### src/rtl/oled_spi_master.sv
// Buffered SPI serialiser for the PMOD OLED panel.
// Words sharing a dc value go out back-to-back under one cs window.
module oled_spi_master #(
  parameter int DATA_W     = 8,
  parameter int CLK_DIV    = 8,
  parameter int FIFO_DEPTH = 16,
  parameter bit CPOL       = 1'b1,
  parameter int CS_SETUP   = 1,
  parameter int CS_IDLE    = 2
) (
  input  logic                           clk,
  input  logic                           reset,
  input  logic                           in_valid,
  output logic                           in_ready,
  input  logic [DATA_W-1:0]              in_data,
  input  logic                           in_dc,
  output logic                           cs,
  output logic                           sclk,
  output logic                           mosi,
  output logic                           dc,
  output logic                           busy,
  output logic [$clog2(FIFO_DEPTH+1)-1:0] fifo_count
);
  localparam int PW   = $clog2(FIFO_DEPTH);
  localparam int NW   = $clog2(FIFO_DEPTH + 1);
  localparam int BW   = (DATA_W > 1) ? $clog2(DATA_W) : 1;
  localparam int M1   = (CLK_DIV > CS_SETUP) ? CLK_DIV : CS_SETUP;
  localparam int CMAX = (M1 > CS_IDLE) ? M1 : CS_IDLE;
  localparam int CW   = $clog2(CMAX + 1);

  typedef enum logic [1:0] {
    S_IDLE,
    S_SETUP,
    S_SHIFT,
    S_HOLD
  } state_t;

  state_t state, nxt;

  logic [DATA_W:0]   mem [FIFO_DEPTH];
  logic [PW-1:0]     wptr, rptr;
  logic [DATA_W-1:0] shreg;
  logic [BW-1:0]     bitcnt;
  logic [CW-1:0]     cnt;
  logic [DATA_W:0]   head;
  logic              phase, push, pop, tick, last, empty;

  assign empty    = fifo_count == '0;
  assign head     = mem[rptr];
  assign in_ready = !reset && fifo_count != NW'(FIFO_DEPTH);
  assign push     = in_valid && in_ready;
  assign tick     = cnt == CW'(CLK_DIV - 1);
  assign last     = bitcnt == BW'(DATA_W - 1);
  assign mosi     = shreg[DATA_W-1];
  assign busy     = state != S_IDLE || !empty;

  always_comb begin
    nxt = state;
    pop = 1'b0;
    unique case (state)
      S_IDLE: begin
        if (!empty) begin
          pop = 1'b1;
          nxt = S_SETUP;
        end
      end
      S_SETUP: begin
        if (cnt == CW'(CS_SETUP - 1)) nxt = S_SHIFT;
      end
      S_SHIFT: begin
        // a same-dc head word continues the burst with no gap
        if (tick && phase && last) begin
          if (!empty && head[DATA_W] == dc) pop = 1'b1;
          else nxt = S_HOLD;
        end
      end
      S_HOLD: begin
        if (cnt == CW'(CS_IDLE - 1)) nxt = S_IDLE;
      end
      default: nxt = S_IDLE;
    endcase
  end

  always_ff @(posedge clk) begin
    if (reset) state <= S_IDLE;
    else       state <= nxt;
  end

  always_ff @(posedge clk) begin
    if (reset) begin
      wptr       <= '0;
      rptr       <= '0;
      fifo_count <= '0;
    end else begin
      if (push) begin
        mem[wptr] <= {in_dc, in_data};
        wptr      <= wptr + PW'(1);
      end
      if (pop) rptr <= rptr + PW'(1);
      fifo_count <= fifo_count + NW'(push) - NW'(pop);
    end
  end

  always_ff @(posedge clk) begin
    if (reset) begin
      cs     <= 1'b1;
      sclk   <= CPOL;
      dc     <= 1'b0;
      shreg  <= '0;
      bitcnt <= '0;
      cnt    <= '0;
      phase  <= 1'b0;
    end else begin
      cs <= !(nxt == S_SETUP || nxt == S_SHIFT);
      if (pop) begin
        shreg <= head[DATA_W-1:0];
        dc    <= head[DATA_W];
      end
      if (state != nxt || state == S_IDLE) cnt <= '0;
      else if (state != S_SHIFT || !tick)  cnt <= cnt + CW'(1);
      else                                 cnt <= '0;
      if (nxt != S_SHIFT) begin
        sclk   <= CPOL;
        phase  <= 1'b0;
        bitcnt <= '0;
      end else if (state != S_SHIFT) begin
        sclk   <= 1'b0;
        phase  <= 1'b0;
        bitcnt <= '0;
      end else if (tick) begin
        phase <= !phase;
        sclk  <= !phase;
        if (phase) begin
          bitcnt <= last ? '0 : bitcnt + BW'(1);
          if (!pop) shreg <= shreg << 1;
        end
      end
    end
  end
endmodule

### config.mk
export PLATFORM = sky130hd
export DESIGN_NAME = oled_spi_master
export DESIGN_NICKNAME = d
export VERILOG_FILES = /design/src/rtl/oled_spi_master.sv
export SDC_FILE = /design/constraint.sdc
export NUM_CORES = 1
export LEC_CHECK = 0
export ABC_AREA = 1
export CAP_MARGIN = 25
export CORE_MARGIN = 2
export CORE_UTILIZATION = 61
export CTS_CLUSTER_SIZE = 10
export DETAILED_ROUTE_END_ITERATION = 7
export GPL_ROUTABILITY_DRIVEN = 0
export PLACE_DENSITY = 0.91
export SYNTH_ARGS = -nofsm -noshare
export SYNTH_HDL_FRONTEND = slang
export SYNTH_SLANG_ARGS = --single-unit
### constraint.sdc
create_clock -name clk -period 3.7 [get_ports clk]
set_input_delay 1.11 -clock clk [delete_from_list [all_inputs] [get_ports clk]]
set_output_delay 1.11 -clock clk [all_outputs]
set_load 0.02 [all_outputs]
==> flow_summary.json <==
{
  "cts-htree-levels": 4,
  "die_x_um": 115.6,
  "clock_path_buffers": 2,
  "syn_area_per_cell_um2": 11.15,
  "synth_top_area_share_pct": 56.87,
  "synthAdderAreaFrac_pct": 3.061,
  "p_per_area_mw_per_mm2": 693.9,
  "cellInternalPower_uw": 3922,
  "drive_above_1_share_pct": 10.40,
  "finalHoldViolCount": 0,
  "clkLatencyLatePin_ps": 440,
  "synthDistinctLibCells": 34,
  "post_cts_buffers": 0,
  "sw_frac_of_total_pct": 34.56,
  "antenna_found_initial": 0,
  "p_clk_share_pct": 29.1,
  "finalSetupViolCount": 0,
  "diodes": 0,
  "grt.busiest_layer": "met2",
  "yosys.area_share.simple_pct": 13.71,
  "arrival_ps": 2450,
  "port_buffers": 22,
  "vdd_drop_max_mv": 0.5313,
  "routed_via_density": 6.069,
  "fp.coreArea_mm2": 0.01211,
  "path_class": "reg -> out",
  "power.switching_uw": 2072,
  "place_hpwl_mm": 10.75,
  "slew_viol_final": 0,
  "die_h_um": 115.6,
  "synth_compound_area_share_pct": 10.76,
  "first_pass_iters": 5,
  "start_util_pct": 62.78,
  "place_inst": 867,
  "end_kind": "primary output",
  "grt_use_met3_pct": 6.851,
  "hold_start": "bitcnt[2]",
  "status": "finished clean",
  "hold_ws_ps": 481.5,
  "wl_mm": 17.72,
  "fin_crit_ps": 3558,
  "cp-start-kind": "register",
  "cts-root-buf": "clkbuf_16",
  "die-area_mm2": 0.01337,
  "vias": 5456,
  "p_leak_uw": 0.003150,
  "synthesis.nets": 712,
  "grt_max_degree": 73,
  "fin_cells": 899,
  "fin_area_mm2": 0.008638,
  "synthXorXnorAreaFrac_pct": 0.4608,
  "gr-usage-met2_pct": 47.10,
  "synth_edf_count": 144,
  "max_slew.worst_pin.slew_ps": 783.4,
  "rr_worst_depth": 18,
  "grt_pass1_wl_mm": 27.75,
  "synth_area_mm2": 0.007604,
  "yosys-top-cells-count": "edfxtp_1, nor2_1, o21ai_0, nand2_1, inv_1",
  "gr-total-overflow": 0,
  "rsz0062_at_grt": "no",
  "dr.first_iter.drc_count": 924,
  "seq_area_frac_synth_pct": 66.88,
  "yosysTopAreaCell": "edfxtp_1",
  "drc": 0,
  "synthArstFlopShare_pct": 0,
  "synth.area.top_cells": "edfxtp_1, dfxtp_1, o21ai_0",
  "setup_slack_ps": 142.0,
  "hp-class": "reg -> reg",
  "timing.fmax_mhz": 281.1,
  "cts_tree": "done",
  "io-pin-count": 23,
  "setup_tns_ps": 0,
  "crit_path_max_fanout": 3,
  "rows": 40,
  "crit_required_ps": 2590,
  "cts.sinks": 182,
  "syn_inst": 682,
  "placed_area_mm2": 0.008063,
  "wire_per_inst_um": 19.71,
  "path_clk_slew_ps": 70,
  "power_frac_comb_pct": 29.8,
  "synth.most_common_cell": "edfxtp_1",
  "use_met1_pct": 34.69,
  "grt_usage_pct": 28.19,
  "ys.flop_type": "edfxtp_1",
  "maxSlewHeadroom_pct": 47.29,
  "cts_made_buffers": 17,
  "fin_skew_ps": 8.481,
  "cts-resized-gates": 0,
  "synth_seq_cells": 182,
  "synthToLayoutAreaGrowth_pct": 13.61,
  "hold_end": "bitcnt[2]",
  "cts_hold_buffers": 0,
  "drtAntennaViolNets": 0,
  "dpl_worst_slack_ps": 147.1,
  "synth_mux_area_share_pct": 0,
  "cap_violations": 0,
  "synth_top_family_by_area": "simple AND/OR/NAND/NOR gates",
  "ys_warn_count": 0,
  "fin_crit_sh_pct": 96.16,
  "grt_pass1_vias": 5350,
  "r2r_setup_slack_ps": 470,
  "r2r-end": "fifo_count[4]",
  "whs_path_depth": 2,
  "p_seq_share_pct": 41.0,
  "nNetsFinal": 748
}
power groups by stage:
stage	clock network, uW	registers (uW)	logic [uW]
after CTS	1750	2460	1760
final	1750	2460	1790
after global placement	0	2480	1610
after detailed placement	0	2500	1700
after global routing	1830	2470	1960
after floorplan	0	2510	1220
worst max-delay path: stages (launching register included):
cell and delay [ps]:
dfxtp_1 350, inv_1 100, ha_1 190, inv_1 40
nor4_1 600, nand2_1 150, clkdlybuf4s50_1 580
layout make-up:
class	instances	area (um2)
inverters	56	210.2
clock buffers	20	456.7
fillers	748	3473
repair buffers	48	427.9
multi-input cells	413	2128
flip-flops and latches	182	5086
well taps	168	210.2
clock inverters	12	118.9
worst max path at each step:
stage,from,end,slack (ps),cells past startpoint
6_report,fifo_count[2],busy,140,6
5_1_grt,fifo_count[2],busy,70,6
4_1_cts,fifo_count[2],busy,170,6
3_5_place_dp,reset,fifo_count[4],150,14
3_3_place_gp,reset,in_ready,230,5
2_1_floorplan,reset,fifo_count[4],640,13
flip-flops by register name, summed over array words and instances, names as in the netlist, named ones only:
name        count
dc              1
bitcnt          3
wptr            4
phase           1
cs              1
cnt             4
rptr            4
state           2
shreg           8
sclk            1
mem           144
fifo_count      5
kinds of logic after synthesis:
logic type / Yosys count
and+or+nand+nor: 241
adders and majority gates: 18
DFF: 182
buffers and inverters: 87
xor gates and xnor gates: 4
AOI/OAI and AO/OA: 150
routing by layer:
| layer | wire length, um | part of all wire (%) |
|---|---|---|
| met3 | 1910 | 11 |
| met1 | 6179 | 35 |
| met4 | 649 | 3.7 |
| met5 | 0 | 0 |
| met2 | 8982 | 51 |
metrics by stage:
| stage | util (%) | power [uW] |
|---|---|---|
| 2_1_floorplan | - | 3730 |
| 3_3_place_gp | 66.57 | 4087 |
| 3_5_place_dp | 66.57 | 4202 |
| 4_1_cts | 71.32 | 5959 |
| 5_1_grt | 71.32 | 6266 |
| 6_report | 71.32 | 5994 |
placed cells by master, fill, tap and decap left out, types with 2 or more instances in the layout:
master | netlist | routed
nor4_1 | 2 | 2
nand3_2 | 2 | 2
nor3b_1 | 2 | 2
nor3_4 | 2 | 2
ha_1 | 17 | 17
nor3_1 | 3 | 3
a31oi_1 | 2 | 2
a21oi_2 | 2 | 2
nor2_4 | 2 | 2
xor2_1 | 3 | 3
clkinv_4 | 0 | 3
o21ai_0 | 87 | 87
inv_6 | 0 | 3
clkbuf_8 | 0 | 2
nor2_1 | 115 | 115
a211oi_1 | 2 | 2
clkdlybuf4s50_1 | 0 | 22
clkinv_2 | 0 | 2
inv_1 | 50 | 50
nand2_1 | 63 | 63
buf_4 | 1 | 25
inv_2 | 6 | 6
a21oi_1 | 15 | 15
clkinvlp_4 | 0 | 2
clkbuf_16 | 0 | 17
edfxtp_1 | 144 | 144
nand2_2 | 2 | 2
nand3_1 | 45 | 45
o22ai_1 | 40 | 40
dfxtp_1 | 38 | 37
Note: power is estimated with default switching activity, not from simulation.
